[src/rtl/cp0_tlb_regs.sv]
// CP0 TLB register file (Index/Random/EntryLo0/1/Context/PageMask/Wired/BadVAddr/EntryHi) with TLB op sequencer.
// Latency: MFC0 read is combinational; TLBWI/TLBWR hold tlb_busy 1 cycle, TLBP/TLBR 2 cycles after acceptance.
// Backpressure: tlb_busy stalls the pipeline while an op is in flight; requests seen while busy are dropped.
// Optional feature: define TLB_WIRED_EN to implement the Wired register (otherwise Wired reads 0).
module cp0_tlb_regs #(
    parameter int TLB_ENTRIES = 16
) (
    input  logic        clk,
    input  logic        rst,
    input  logic        cp0_we,
    input  logic [4:0]  cp0_waddr,
    input  logic [31:0] cp0_wdata,
    input  logic [4:0]  cp0_raddr,
    output logic [31:0] cp0_rdata,
    input  logic        tlbp_req,
    input  logic        tlbr_req,
    input  logic        tlbwi_req,
    input  logic        tlbwr_req,
    output logic        tlb_busy,
    output logic        TLBP,
    output logic        TLBR,
    output logic        TLBWI,
    output logic        TLBWR,
    output logic [31:0] EntryHi_o,
    output logic [31:0] PageMask_o,
    output logic [31:0] EntryLo0_o,
    output logic [31:0] EntryLo1_o,
    output logic [31:0] Index_o,
    output logic [31:0] Random_o,
    input  logic [31:0] EntryHi_i,
    input  logic [31:0] PageMask_i,
    input  logic [31:0] EntryLo0_i,
    input  logic [31:0] EntryLo1_i,
    input  logic [31:0] Index_i,
    input  logic        exc_tlb,
    input  logic [31:0] exc_vaddr
);

    localparam int               IDX_W   = $clog2(TLB_ENTRIES);
    localparam logic [IDX_W-1:0] IDX_MAX = IDX_W'(TLB_ENTRIES - 1);

    localparam logic [31:0] ENTRYHI_MASK  = 32'hFFFF_E0FF;
    localparam logic [31:0] ENTRYLO_MASK  = 32'h03FF_FFFF;
    localparam logic [31:0] PAGEMASK_MASK = 32'h01FF_E000;

    localparam logic [4:0] REG_INDEX    = 5'd0;
    localparam logic [4:0] REG_RANDOM   = 5'd1;
    localparam logic [4:0] REG_ENTRYLO0 = 5'd2;
    localparam logic [4:0] REG_ENTRYLO1 = 5'd3;
    localparam logic [4:0] REG_CONTEXT  = 5'd4;
    localparam logic [4:0] REG_PAGEMASK = 5'd5;
    localparam logic [4:0] REG_WIRED    = 5'd6;
    localparam logic [4:0] REG_BADVADDR = 5'd8;
    localparam logic [4:0] REG_ENTRYHI  = 5'd10;

    typedef enum logic [1:0] {ST_IDLE, ST_ISSUE, ST_CAPTURE} state_t;
    typedef enum logic [1:0] {OP_TLBP, OP_TLBR, OP_TLBWI, OP_TLBWR} op_t;

    state_t state;
    op_t    op;
    op_t    req_op;
    logic   any_req;

    logic             index_p;
    logic [IDX_W-1:0] index_idx;
    logic [IDX_W-1:0] random_q;
    logic [IDX_W-1:0] wired_q;
    logic             wired_wr;
    logic [31:0]      entryhi_q;
    logic [31:0]      entrylo0_q;
    logic [31:0]      entrylo1_q;
    logic [31:0]      pagemask_q;
    logic [8:0]       ctx_ptebase;
    logic [18:0]      ctx_badvpn2;
    logic [31:0]      badvaddr_q;
    logic [31:0]      context_val;
    logic [31:0]      wired_val;

    logic wr_index, wr_lo0, wr_lo1, wr_ctx, wr_pmask, wr_hi;
    logic cap_p, cap_r;

    // Index_i carries only the probe-fail flag and the entry number; the rest is don't-care.
    logic unused_index_bits;
    assign unused_index_bits = ^Index_i[30:IDX_W];

    assign any_req = tlbp_req | tlbr_req | tlbwi_req | tlbwr_req;

    assign wr_index = cp0_we && (cp0_waddr == REG_INDEX);
    assign wr_lo0   = cp0_we && (cp0_waddr == REG_ENTRYLO0);
    assign wr_lo1   = cp0_we && (cp0_waddr == REG_ENTRYLO1);
    assign wr_ctx   = cp0_we && (cp0_waddr == REG_CONTEXT);
    assign wr_pmask = cp0_we && (cp0_waddr == REG_PAGEMASK);
    assign wr_hi    = cp0_we && (cp0_waddr == REG_ENTRYHI);

    // Results from the translation unit arrive during CAPTURE; an exception in that cycle discards them.
    assign cap_p = (state == ST_CAPTURE) && (op == OP_TLBP) && !exc_tlb;
    assign cap_r = (state == ST_CAPTURE) && (op == OP_TLBR) && !exc_tlb;

    // Pick one op if the pipeline ever raises several requests together.
    always_comb begin
        req_op = OP_TLBP;
        if (tlbp_req)       req_op = OP_TLBP;
        else if (tlbr_req)  req_op = OP_TLBR;
        else if (tlbwi_req) req_op = OP_TLBWI;
        else                req_op = OP_TLBWR;
    end

    // Op sequencer: accept in IDLE, pulse the command in ISSUE, collect results in CAPTURE.
    always_ff @(posedge clk) begin
        if (rst) begin
            state    <= ST_IDLE;
            op       <= OP_TLBP;
            tlb_busy <= 1'b0;
            TLBP     <= 1'b0;
            TLBR     <= 1'b0;
            TLBWI    <= 1'b0;
            TLBWR    <= 1'b0;
        end else begin
            TLBP  <= 1'b0;
            TLBR  <= 1'b0;
            TLBWI <= 1'b0;
            TLBWR <= 1'b0;
            case (state)
                ST_IDLE: begin
                    if (any_req) begin
                        state    <= ST_ISSUE;
                        op       <= req_op;
                        tlb_busy <= 1'b1;
                        TLBP     <= (req_op == OP_TLBP);
                        TLBR     <= (req_op == OP_TLBR);
                        TLBWI    <= (req_op == OP_TLBWI);
                        TLBWR    <= (req_op == OP_TLBWR);
                    end
                end
                ST_ISSUE: begin
                    if (exc_tlb || (op == OP_TLBWI) || (op == OP_TLBWR)) begin
                        state    <= ST_IDLE;
                        tlb_busy <= 1'b0;
                    end else begin
                        state <= ST_CAPTURE;
                    end
                end
                ST_CAPTURE: begin
                    state    <= ST_IDLE;
                    tlb_busy <= 1'b0;
                end
                default: begin
                    state    <= ST_IDLE;
                    tlb_busy <= 1'b0;
                end
            endcase
        end
    end

`ifdef TLB_WIRED_EN
    assign wired_wr = wr_ctx ? 1'b0 : (cp0_we && (cp0_waddr == REG_WIRED));

    // Wired boundary for the Random counter; only MTC0 changes it.
    always_ff @(posedge clk) begin
        if (rst)           wired_q <= '0;
        else if (wired_wr) wired_q <= cp0_wdata[IDX_W-1:0];
    end
`else
    assign wired_wr = 1'b0;
    assign wired_q  = '0;
`endif

    // Random counts down each cycle and reloads to the top entry at the Wired boundary (or 0).
    always_ff @(posedge clk) begin
        if (rst || wired_wr || (random_q == wired_q) || (random_q == '0))
            random_q <= IDX_MAX;
        else
            random_q <= random_q - 1'b1;
    end

    // Index: probe result wins over MTC0; a probe miss keeps the old entry number.
    always_ff @(posedge clk) begin
        if (rst) begin
            index_p   <= 1'b0;
            index_idx <= '0;
        end else if (cap_p) begin
            index_p <= Index_i[31];
            if (!Index_i[31])
                index_idx <= Index_i[IDX_W-1:0];
        end else if (wr_index) begin
            index_p   <= 1'b0;
            index_idx <= cp0_wdata[IDX_W-1:0];
        end
    end

    // EntryHi: exception VPN2 load keeps ASID; otherwise TLBR result, then MTC0.
    always_ff @(posedge clk) begin
        if (rst)          entryhi_q <= 32'h0;
        else if (exc_tlb) entryhi_q <= {exc_vaddr[31:13], entryhi_q[12:0]};
        else if (cap_r)   entryhi_q <= EntryHi_i & ENTRYHI_MASK;
        else if (wr_hi)   entryhi_q <= cp0_wdata & ENTRYHI_MASK;
    end

    // EntryLo0/1 and PageMask: TLBR result over MTC0.
    always_ff @(posedge clk) begin
        if (rst) begin
            entrylo0_q <= 32'h0;
            entrylo1_q <= 32'h0;
            pagemask_q <= 32'h0;
        end else if (cap_r) begin
            entrylo0_q <= EntryLo0_i & ENTRYLO_MASK;
            entrylo1_q <= EntryLo1_i & ENTRYLO_MASK;
            pagemask_q <= PageMask_i & PAGEMASK_MASK;
        end else begin
            if (wr_lo0)   entrylo0_q <= cp0_wdata & ENTRYLO_MASK;
            if (wr_lo1)   entrylo1_q <= cp0_wdata & ENTRYLO_MASK;
            if (wr_pmask) pagemask_q <= cp0_wdata & PAGEMASK_MASK;
        end
    end

    // Context PTEBase is software-written; BadVPN2 and BadVAddr come only from exceptions.
    always_ff @(posedge clk) begin
        if (rst) begin
            ctx_ptebase <= '0;
            ctx_badvpn2 <= '0;
            badvaddr_q  <= 32'h0;
        end else begin
            if (wr_ctx)
                ctx_ptebase <= cp0_wdata[31:23];
            if (exc_tlb) begin
                ctx_badvpn2 <= exc_vaddr[31:13];
                badvaddr_q  <= exc_vaddr;
            end
        end
    end

    assign context_val = {ctx_ptebase, ctx_badvpn2, 4'b0000};
    assign wired_val   = {{(32-IDX_W){1'b0}}, wired_q};

    assign Index_o    = {index_p, {(31-IDX_W){1'b0}}, index_idx};
    assign Random_o   = {{(32-IDX_W){1'b0}}, random_q};
    assign EntryHi_o  = entryhi_q;
    assign EntryLo0_o = entrylo0_q;
    assign EntryLo1_o = entrylo1_q;
    assign PageMask_o = pagemask_q;

    // MFC0 read mux straight from register state.
    always_comb begin
        cp0_rdata = 32'h0;
        case (cp0_raddr)
            REG_INDEX:    cp0_rdata = Index_o;
            REG_RANDOM:   cp0_rdata = Random_o;
            REG_ENTRYLO0: cp0_rdata = entrylo0_q;
            REG_ENTRYLO1: cp0_rdata = entrylo1_q;
            REG_CONTEXT:  cp0_rdata = context_val;
            REG_PAGEMASK: cp0_rdata = pagemask_q;
            REG_WIRED:    cp0_rdata = wired_val;
            REG_BADVADDR: cp0_rdata = badvaddr_q;
            REG_ENTRYHI:  cp0_rdata = entryhi_q;
            default:      cp0_rdata = 32'h0;
        endcase
    end

endmodule

[config.mk]
export PLATFORM = sky130hd
export DESIGN_NAME = cp0_tlb_regs
export DESIGN_NICKNAME = d
export VERILOG_FILES = /design/src/rtl/cp0_tlb_regs.sv
export SDC_FILE = /design/constraint.sdc
export NUM_CORES = 1
export LEC_CHECK = 0
export BUFFER_PORTS_ARGS = -buffer_cell sky130_fd_sc_hd__buf_2
export CAP_MARGIN = 30
export CORE_AREA = 2 2 181 183
export CTS_BUF_LIST = sky130_fd_sc_hd__clkbuf_4 sky130_fd_sc_hd__clkbuf_8
export CTS_CLUSTER_DIAMETER = 30
export DETAILED_ROUTE_END_ITERATION = 6
export DIE_AREA = 0 0 183 185
export GPL_TIMING_DRIVEN = 0
export PLACE_DENSITY = 0.6
export SYNTH_ARGS = -nofsm -noshare
export SYNTH_HDL_FRONTEND = slang
export SYNTH_SLANG_ARGS = --single-unit
export TNS_END_PERCENT = 5
[constraint.sdc]
create_clock -name clk -period 1.8 [get_ports clk]
set_clock_uncertainty 0.05 [all_clocks]
set_input_delay 0.09 -clock clk [delete_from_list [all_inputs] [get_ports clk]]
set_output_delay 0.09 -clock clk [all_outputs]
set_load 0.01 [all_outputs]
==> flow_summary.ini <==
[detailed_routing]
antenna_left = 0
wl_mm = 42.00
avgRoutedWirePerCell_microns = 21.40
dr.pass1.iters = 7
drtIter0Drc = 734
viasPerCell = 4.874
vias = 9567
drc_errors = 2

[synth]
synth-seq-area-share_pct = 38.22
yosysUniqueCellTypes = 56
async_flop_share_pct = 0
synth_cells = 951
synthesis.area_sq_um = 7856
synthDominantCellAreaShare_pct = 38.22
ys_ff_latch = 150
synth_area_leaders = dfxtp_1, buf_4, nand2_1
synth_ff_type = dfxtp_1
yosys_warnings = 0
synth-edff-count = 0
avgSynthCellArea_sq_um = 8.261
synth_top_cell_by_area = dfxtp_1

[pwr]
p_per_area_nw_per_um2 = 589.4
vdd_drop_max_v = 0.0003621
power.leakage_uw = 0.005958

[setup_path]
cp_num_buf_inv = 4
critPathSlowestCell = a222oi_1
cpMostUsedCell = buf_2
critPathMaxFanout = 10
arrival_ns = 1.71
slowest_delay_ns = 0.54
startpoint_type = primary input
path_cells = buf_2 > nor3b_1 > and3b_1 > buf_6 > clkbuf_8 > a222oi_1 > nand2_1 > buf_2
path_delay_family = buffers and inverters
crit_required_ns = 1.66
path_class = in -> out
endpoint_kind = output port

[global_routing]
grt_pass1_wl_mm = 59.20
overflow = 0
antenna_found_initial = 1
grt_max_degree = 17
first_global_vias = 9283
grt_use_total_pct = 24.02

[outcome]
outcome = finished with violations
failed_checks = DRC, setup timing

[sta]
fin_ws_ns = -0.05373
hold_violations = 0
slew_headroom_pct = 37.84
rsz0062_at_grt = true
timing.fmax_mhz = 539.5
worstMarginPinSlew_ns = 0.9324
whs_ns = 0.03789
fin_crit_sh_pct = 103.0
period_needed_ns = 1.854
fin_tns_setup_ns = -0.1130
slew_viol_final = 0
setup_viol = 4

[clock_network]
clock-sinks = 150
root_buffer = clkbuf_8
cts_buffers = 17
clk_latency_ns = 0.46
cts.path.max_buffers = 2
tritoncts = yes
clk_pin_slew_worst_paths_ns = 0.09
htreeDepth = 4

[layout]
drive_gt1_share_pct = 33.98
nNetsFinal = 1785
area_growth_pct = 59.18
layout.cells.non_filler = 1963
fillers = 3279
fin_util_pct = 39.03

[floorplan]
core-area_sq_um = 32040
dieArea_sq_um = 33860
die-width_microns = 183
start_util_pct = 24.52
die_h_microns = 185
ios = 471
rows = 66

[min_path]
min_path_type = in -> reg

[placement]
place_ws_ns = -0.5963
dpl.cell_count = 1763
gp_congestion = 0.8263
portBuffers = 312
place_hpwl_mm = 31.68

[job]
maxCapViolations = 0
-- tightest hold or removal path, cell delays in order --
cell	delay, ns
buf_2	0.07
or3_1	0.10
o311ai_0	0.12
a21oi_1	0.14
-- sequential cells by signal, indices dropped and copies added, names as in the netlist, 2 cells and up --
| signal | count |
|---|---|
| op | 2 |
| EntryHi_o | 27 |
| state | 2 |
| ctx_ptebase | 9 |
| ctx_badvpn2 | 19 |
| badvaddr_q | 13 |
| random_q | 4 |
| EntryLo0_o | 26 |
| EntryLo1_o | 26 |
| index_idx | 4 |
| PageMask_o | 12 |
-- worst paths after layout --
| check | startpoint | end | slack, ns | depth (start not counted) |
|---|---|---|---|---|
| min | EntryHi_i[22] | EntryHi_o[22] | 0.04 | 4 |
| min reg2reg | random_q[0] | random_q[0] | 0.40 | 1 |
| max reg2reg | state[0] | EntryHi_o[7] | 0.03 | 4 |
| max | cp0_raddr[3] | cp0_rdata[13] | -0.05 | 8 |
-- per-stage QoR --
step	power, uW	instance area [sq um]
after global placement	4692	10270
after CTS	7404	12400
after detailed placement	4706	10280
after global routing	7674	12510
after floorplan	4180	8198
final	7371	12510
-- cell usage after synthesis (all sizes together) (2+ instances only) --
| library cell | n |
|---|---|
| a211oi | 46 |
| a21oi | 67 |
| a221oi | 4 |
| a222oi | 34 |
| a22oi | 20 |
| a311oi | 27 |
| and2 | 4 |
| and3 | 2 |
| and3b | 3 |
| buf | 123 |
| clkbuf | 43 |
| dfxtp | 150 |
| inv | 11 |
| mux2i | 46 |
| nand2 | 147 |
| nand3 | 7 |
| nand3b | 2 |
| nor2 | 130 |
| nor2b | 2 |
| nor3 | 2 |
| nor3b | 3 |
| nor4 | 2 |
| nor4b | 5 |
| o21a | 8 |
| o21ai | 17 |
| o221a | 12 |
| o311ai | 2 |
| o31a | 2 |
| o31ai | 11 |
| or3 | 3 |
-- logic make-up (layout without fill, tap and decap cells) --
group	after synthesis	after routing	synth area share (%)
simple gates	317	317	17.31
compound gates	257	257	24.48
buf+inv	178	690	13.81
flops	150	150	38.22
mux	46	46	5.861
fa+ha+maj	1	1	0.1592
other cells	1	93	0.04773
xor+xnor	1	1	0.1115
-- power breakdown --
part	switching, uW	internal [uW]	leakage, uW
sequential	107	3430	0.00123
combinational	705	724	0.00457
clock	1440	969	0.000166
-- repair_timing --
action,in CTS,in global routing
endpoints found under the setup margin,120,118
hold buffers,161,0
pin swaps,11,9
resized for setup,52,34
hold endpoints to repair,143,0
buffers inserted,5,3
-- per-layer routing --
layer	part of all wire [%]	global-route usage [%]
met1	42	29.24
met2	49	42.08
met3	6.2	4.129
met4	2.8	9.632
met5	0	0
-- cell usage in the layout (no fill, tap or decap), types with 27 or more instances in the layout --
cell type	count
nand2_1	144
buf_2	322
a211oi_1	45
conb_1	92
a311oi_1	27
a222oi_1	34
mux2i_1	46
dlygate4sd3_1	161
buf_4	115
nor2_1	128
dfxtp_1	142
a21oi_1	66
-- cell type report --
class                           count  area (sq um)  share of cell area, %
Antenna cell                        1         2.502                0.02001
Buffer                            165          1165                  9.315
Clock buffer                       18         247.7                  1.981
Clock inverter                     13         86.33                 0.6903
Inverter                           12         45.04                 0.3602
Multi-Input combinational cell    714          4183                  33.45
Sequential cell                   150          3013                  24.09
Tap cell                          408         510.5                  4.082
Timing Repair Buffer              482          3253                  26.01
Note: power is estimated with default switching activity, not from simulation.
